===== src/rtl/spi_master_if.sv =====
// spi_master_if: 8-bit peripheral bus between a bus master (CPU side) and the SPI master registers.
// The register read port is combinational from i_addr.
interface spi_master_if;
    logic [1:0] i_addr;
    logic       i_cs;
    logic       i_we;
    logic [7:0] i_dat;
    logic [7:0] o_dat;

    modport master (output i_addr, i_cs, i_we, i_dat, input o_dat);
    modport slave  (input i_addr, i_cs, i_we, i_dat, output o_dat);
endinterface


===== src/rtl/spi_master.sv =====
// spi_master: register-mapped SPI master with all four SPI modes, programmable SCK divider and NUM_SS selects.
// Define SPI_LSB_FIRST_EN to make CTRL[6] (LSB-first shifting) writable; otherwise transfers are MSB first.
module spi_master #(
    parameter int         NUM_SS    = 1,
    parameter logic [7:0] DIV_RESET = 8'd3
) (
    input  logic              i_clk,
    input  logic              i_reset,
    spi_master_if.slave       bus,
    input  logic              i_miso,
    output logic              o_mosi,
    output logic              o_sck,
    output logic [NUM_SS-1:0] o_ss_n
);
    localparam logic [3:0] SS_MASK = 4'((1 << NUM_SS) - 1);

    typedef enum logic {IDLE, RUN} state_t;

    state_t     state;
    logic [3:0] ss_en;
    logic       cpol, cpha, lsb, done;
    logic [7:0] div, cnt, shreg, rx;
    logic [3:0] edge_idx;
    logic       wr, busy, tick, lead;
    logic [7:0] sh_in;
    logic       next_bit;

    assign wr       = bus.i_cs & bus.i_we;
    assign busy     = (state == RUN);
    assign tick     = busy && (cnt == div);
    assign lead     = ~edge_idx[0];
    // One register serves both directions: the outgoing bit leaves one end, i_miso enters the other.
    assign sh_in    = lsb ? {i_miso, shreg[7:1]} : {shreg[6:0], i_miso};
    assign next_bit = lsb ? shreg[0] : shreg[7];

    always_ff @(posedge i_clk) begin
        if (i_reset) begin
            state    <= IDLE;
            ss_en    <= 4'd0;
            cpol     <= 1'b0;
            cpha     <= 1'b0;
            lsb      <= 1'b0;
            div      <= DIV_RESET;
            cnt      <= 8'd0;
            shreg    <= 8'd0;
            rx       <= 8'd0;
            edge_idx <= 4'd0;
            done     <= 1'b0;
            o_sck    <= 1'b0;
            o_mosi   <= 1'b0;
            o_ss_n   <= '1;
        end else begin
            if (wr && bus.i_addr == 2'd0) begin
                ss_en  <= bus.i_dat[3:0] & SS_MASK;
                o_ss_n <= ~bus.i_dat[NUM_SS-1:0];
                if (!busy) begin
                    cpol  <= bus.i_dat[4];
                    o_sck <= bus.i_dat[4];
                    cpha  <= bus.i_dat[5];
`ifdef SPI_LSB_FIRST_EN
                    lsb   <= bus.i_dat[6];
`else
                    lsb   <= 1'b0;
`endif
                end
            end
            if (wr && bus.i_addr == 2'd1 && !busy)
                div <= bus.i_dat;
            // Placed before the FSM so a completing transfer's done-set overrides a same-cycle clear.
            if (wr && bus.i_addr == 2'd2 && bus.i_dat[6])
                done <= 1'b0;

            case (state)
                IDLE: begin
                    if (wr && bus.i_addr == 2'd3) begin
                        state    <= RUN;
                        done     <= 1'b0;
                        cnt      <= 8'd0;
                        edge_idx <= 4'd0;
                        shreg    <= bus.i_dat;
                        if (!cpha)
                            o_mosi <= lsb ? bus.i_dat[0] : bus.i_dat[7];
                    end
                end
                RUN: begin
                    if (tick) begin
                        cnt      <= 8'd0;
                        edge_idx <= edge_idx + 4'd1;
                        o_sck    <= ~o_sck;
                        // Sample on leading edges in CPHA=0, trailing edges in CPHA=1; shift out on the other.
                        if (lead ^ cpha)
                            shreg <= sh_in;
                        if ((lead == cpha) && (edge_idx != 4'd15))
                            o_mosi <= next_bit;
                        if (edge_idx == 4'd15) begin
                            state <= IDLE;
                            done  <= 1'b1;
                            rx    <= cpha ? sh_in : shreg;
                        end
                    end else begin
                        cnt <= cnt + 8'd1;
                    end
                end
            endcase
        end
    end

    always_comb begin
        bus.o_dat = 8'h00;
        case (bus.i_addr)
            2'd0: bus.o_dat = {1'b0, lsb, cpha, cpol, ss_en};
            2'd1: bus.o_dat = div;
            2'd2: bus.o_dat = {busy, done, 6'b000000};
            2'd3: bus.o_dat = rx;
        endcase
    end
endmodule


===== src/flat_wrapper.sv =====
// flat-port wrapper written by rule: the top's interface ports become plain ports
module spi_master_flat 
#(
    parameter int         NUM_SS    = 1,
    parameter logic [7:0] DIV_RESET = 8'd3
)
  (i_clk, i_reset, i_miso, o_mosi, o_sck, o_ss_n, bus_i_addr, bus_i_cs, bus_i_we, bus_i_dat, bus_o_dat);
  spi_master_if bus_i ();
  input  logic i_clk;
  input  logic i_reset;
  input  logic i_miso;
  output logic o_mosi;
  output logic o_sck;
  output logic [NUM_SS-1:0] o_ss_n;
  input wire logic [$bits(bus_i.i_addr)-1:0] bus_i_addr;
  input wire logic [$bits(bus_i.i_cs)-1:0] bus_i_cs;
  input wire logic [$bits(bus_i.i_we)-1:0] bus_i_we;
  input wire logic [$bits(bus_i.i_dat)-1:0] bus_i_dat;
  output wire logic [$bits(bus_i.o_dat)-1:0] bus_o_dat;
  assign bus_i.i_addr = bus_i_addr;
  assign bus_i.i_cs = bus_i_cs;
  assign bus_i.i_we = bus_i_we;
  assign bus_i.i_dat = bus_i_dat;
  assign bus_o_dat = bus_i.o_dat;
  spi_master #(.NUM_SS(NUM_SS), .DIV_RESET(DIV_RESET)) u_core (.i_clk(i_clk), .i_reset(i_reset), .bus(bus_i), .i_miso(i_miso), .o_mosi(o_mosi), .o_sck(o_sck), .o_ss_n(o_ss_n));
endmodule

===== config.mk =====
export PLATFORM = sky130hd
export DESIGN_NAME = spi_master_flat
export DESIGN_NICKNAME = d
export VERILOG_FILES = /design/src/rtl/spi_master_if.sv /design/src/rtl/spi_master.sv /design/src/flat_wrapper.sv
export SDC_FILE = /design/constraint.sdc
export NUM_CORES = 1
export LEC_CHECK = 0
export CAP_MARGIN = 20
export CORE_MARGIN = 2
export CORE_UTILIZATION = 58
export CTS_BUF_LIST = sky130_fd_sc_hd__clkbuf_2
export DETAILED_ROUTE_END_ITERATION = 8
export GPL_TIMING_DRIVEN = 0
export HOLD_SLACK_MARGIN = 0.02
export PLACE_DENSITY = 0.82
export SLEW_MARGIN = 30
export SYNTH_ARGS = -nofsm -noshare
export SYNTH_HDL_FRONTEND = slang
export SYNTH_SLANG_ARGS = --single-unit

===== constraint.sdc =====
create_clock -name i_clk -period 2.36 [get_ports i_clk]
set_clock_uncertainty 0.2 [all_clocks]
set_input_delay 0.236 -clock i_clk [delete_from_list [all_inputs] [get_ports i_clk]]
set_output_delay 0.236 -clock i_clk [all_outputs]
set_load 0.1 [all_outputs]

==> results summary <==
The flow ran to the end, and the final reports show no timing, DRC or antenna violations. The clock sink total is 44. The via count normalized by instance count is 6.21. The hold buffer count at cts came out at 0. The final count of hold timing violations came out at 0. The time the final worst path needs with I/O delays and setup is 2.22 ns. Counting along the longest clock path gives a buffer depth of 2.

The area of the core is 4000 um2. At the placement stage, the worst setup path has a slack of -0.454 ns. The arrival time of data at the critical path endpoint came out at around 1.8 ns. The worst path uses 94.2% of the clock period. The die covers 4700 um2. Max-cap violations in this run came to 0. The chip width is 68.6 um. The number of global-route vias before repair came out at 1929.

Entering global routing, the biggest net connects 13 pins. The count of final max-slew check failures is 0. STA classifies the critical path endpoint as an output pin. The top cell family by delay on the critical path is buffers and inverters. The number of remaining DRC errors is 0.

The type of element launching the critical path is a flip-flop. The cell accounting for the most synthesized area is sky130_fd_sc_hd__dfxtp_1. The Yosys step of the flow raised 0 warnings. The post-synth design cell area came out at 2420 um2. The path type of the worst setup path is reg -> out.

In the global route stage, overall resource usage came out at 27.4%. Setup violations remaining at the end of the flow were counted as 0. The number of different library cells in the post-synthesis netlist is 46. The initial antenna violation count is 0. The peak supply drop is 0.351 mV. At the end of routability-driven placement, the weighted congestion stood at 0.865. The tree is rooted in a sky130_fd_sc_hd__clkbuf_2.

TritonCTS built the clock tree. The number of buffers and inverters on the critical path is 2. The library cell used most frequently in the layout, excluding fill and tap cells, is sky130_fd_sc_hd__dfxtp_1. After routing the design area is 2760 um2. The number of inserted diodes is 0. For the worst-skew pair, the clock arrives at the later sink with an insertion delay of between 0.4 and 0.5 ns.

Sorting the synthesized cells by area gives the leading types as sky130_fd_sc_hd__dfxtp_1, sky130_fd_sc_hd__mux2i_1, sky130_fd_sc_hd__xnor2_2, sky130_fd_sc_hd__a211oi_2, sky130_fd_sc_hd__nor2_1. The worst min-delay path category is in -> reg. For the pin with the worst max-slew slack, the measured transition is 0.960 ns. The final critical-path setup slack came out at 0.136 ns. The number of detailed-route iterations in the first pass came out at 4. For this block, the routed nets add up to 5870 um of wire. The number of DRC markers in iteration 0 is 135. The sum of internal, switching and leakage power is around 1.3 mW. The wire length of the first global-routing pass came out at 9290 um. Synthesis inferred 44 register bits.

The number of cells produced by synthesis is 250. Summed over its instances, the top area cell type makes up between 30% and 40% of the synthesized netlist area. Data on the critical path is required at its endpoint by between 1.5 and 2 ns. The initial utilization of the core area, before any placement, comes to 60.4%.

Dividing the detail-routed wire length by the instance count gives about 18 um. After clock tree synthesis, the clock-pin slew on the worst setup and hold paths is 0.21 ns. For this run, the leading register cell type out of synthesis is sky130_fd_sc_hd__dfxtp_1.

The number of H-tree levels is 2. The number of nets in the synthesized netlist is 267. In this run the worst path has a maximum fanout of 10. The placed cell area is around 2700 um2. The count of port buffers added during placement came out at 23. The routed layout has 2054 vias. Among all stages on the critical path, the largest delay is contributed by sky130_fd_sc_hd__dfxtp_1. The vertical die dimension came out at 68.6 um. The leakage power of the design came out at between 0.9 and 1 nW.

The share of the yosys chip area belonging to registers is 36.4%. For this run, the slowest stage of the critical path takes 0.43 ns. Global routing finished with a remaining overflow of 0. The post-synthesis area per instance is 9.67 um2. The number of core rows is 23. The TritonCTS buffer count came out at 5. The remaining number of nets flagged by the antenna check after routing is 0. After legalization and detailed placement, the total HPWL measured 4230 um.

The number of nets in the layout came out at 297. The worst hold slack across all endpoints came out at 0.126 ns. The share of layout cells above drive strength 1 is a little under a fifth. The share of async-settable or async-resettable flops after synthesis came out at 0%. Setup repair after global routing left no endpoint under its margin. The headroom to the max-slew limit is 35.9%. The top achievable clock speed is 0.450 GHz. The library cells used most frequently in the layout, excluding fill and tap cells, are sky130_fd_sc_hd__dfxtp_1, sky130_fd_sc_hd__mux2i_1, sky130_fd_sc_hd__nor2_1. The growth of design area from synthesis to finish came out at 14.2%.

The power density of the placed cells came out at 477 nW/um2. The boundary pin count came out at 26. The number of enable-type register cells in the synthesized netlist came out at 0.

The core utilization of the finished layout came out at 69.0%. The signal on the critical path passes through buf_2, mux2i_1, o21ai_2, clkbuf_4.
-- area by class of cell --
cell class	count	area (um2)
Multi-Input combinational cell	188	1460
Fill cell	316	1240
Sequential cell	44	881
Timing Repair Buffer	23	230
Buffer	16	80.1
Tap cell	50	62.6
Clock buffer	7	35.0
Inverter	2	7.51
Clock inverter	1	3.75
-- flip-flops by register name, indices dropped and copies added, names as in the netlist --
name and flops:
u_core.edge_idx 4, u_core.busy 1, u_core.o_mosi 1, u_core.rx 8, u_core.o_sck 1, u_core.cpol 1, u_core.cpha 1, u_core.shreg 8
u_core.ss_en 1, u_core.div 8, u_core.o_ss_n 1, u_core.cnt 8, u_core.done 1
-- worst reg2reg max path, stage by stage, from the launching register on --
cell	delay (ns)
sky130_fd_sc_hd__dfxtp_1	0.48
sky130_fd_sc_hd__xnor2_2	0.17
sky130_fd_sc_hd__nand4_4	0.20
sky130_fd_sc_hd__nor4_4	0.62
sky130_fd_sc_hd__buf_6	0.26
sky130_fd_sc_hd__a211oi_2	0.09
-- worst paths after layout --
path / from / to / slack [ns] / cells past startpoint
hold reg to reg: u_core.edge_idx[3]$_SDFFE_PP0P_ / u_core.edge_idx[3]$_SDFFE_PP0P_ / 0.31 / 2
hold / removal: bus_i_addr[0] / u_core.done$_SDFF_PP0_ / 0.13 / 5
setup reg to reg: u_core.div[2]$_SDFFE_PP0P_ / u_core.rx[6]$_SDFFE_PP0P_ / 0.22 / 5
setup / recovery: u_core.cpha$_SDFFE_PP0P_ / bus_o_dat[5] / 0.14 / 4
-- routing by layer --
layer	routed length (um)	vias to the layer above	track usage (%)
li1	-	983	-
met1	2710	988	39.0
met2	2690	73	41.5
met3	386	10	4.06
met4	85	0	11.0
met5	0	-	0
-- Yosys cell counts (2+ instances only) --
cell type	count
sky130_fd_sc_hd__xnor2_1	2
sky130_fd_sc_hd__dfxtp_1	44
sky130_fd_sc_hd__o211ai_1	2
sky130_fd_sc_hd__nor3b_1	2
sky130_fd_sc_hd__buf_2	6
sky130_fd_sc_hd__mux2_1	2
sky130_fd_sc_hd__a311oi_1	9
sky130_fd_sc_hd__mux2i_1	33
sky130_fd_sc_hd__and4_1	2
sky130_fd_sc_hd__nor3_1	7
sky130_fd_sc_hd__o31ai_1	4
sky130_fd_sc_hd__a211oi_2	8
sky130_fd_sc_hd__a21oi_1	16
sky130_fd_sc_hd__o21ai_1	7
sky130_fd_sc_hd__nand4_4	2
sky130_fd_sc_hd__a22o_1	5
sky130_fd_sc_hd__nor2b_1	8
sky130_fd_sc_hd__nand2_1	11
sky130_fd_sc_hd__o31a_1	2
sky130_fd_sc_hd__nor2_1	26
sky130_fd_sc_hd__xnor2_2	8
sky130_fd_sc_hd__clkbuf_1	3
sky130_fd_sc_hd__and3_1	3
sky130_fd_sc_hd__buf_1	5
sky130_fd_sc_hd__ha_1	2
sky130_fd_sc_hd__and2_1	2
sky130_fd_sc_hd__nand3_1	10
-- cells by family after synthesis --
group                      count (synthesis)  synth area share, %
adders and majority gates                  2                 1.04
buffers and inverters                     18                 3.57
DFF                                       44                 36.4
and+or+nand+nor                           79                 18.0
xor gates and xnor gates                  11                 6.47
AOI/OAI and AO/OA                         61                 19.9
muxes                                     35                 14.6
-- repair_timing --
item,CTS,global route
setup endpoints to repair,10,3
setup buffers,0,0
gates resized for setup,28,3
-- metrics by stage --
stage | setup TNS, ns | cells
global placement | -2.59 | 323
finish | 0 | 331
floorplan | -0.512 | 250
CTS | 0 | 331
detailed placement | -2.59 | 323
global route | 0 | 331
-- report_power, final --
| part | total (mW) | switching (mW) | internal, mW |
|---|---|---|---|
| combinational | 0.218 | 0.141 | 0.0769 |
| sequential | 0.779 | 0.0180 | 0.761 |
| clock | 0.320 | 0.240 | 0.0792 |
No activity file was read; power rests on OpenSTA's default activity.
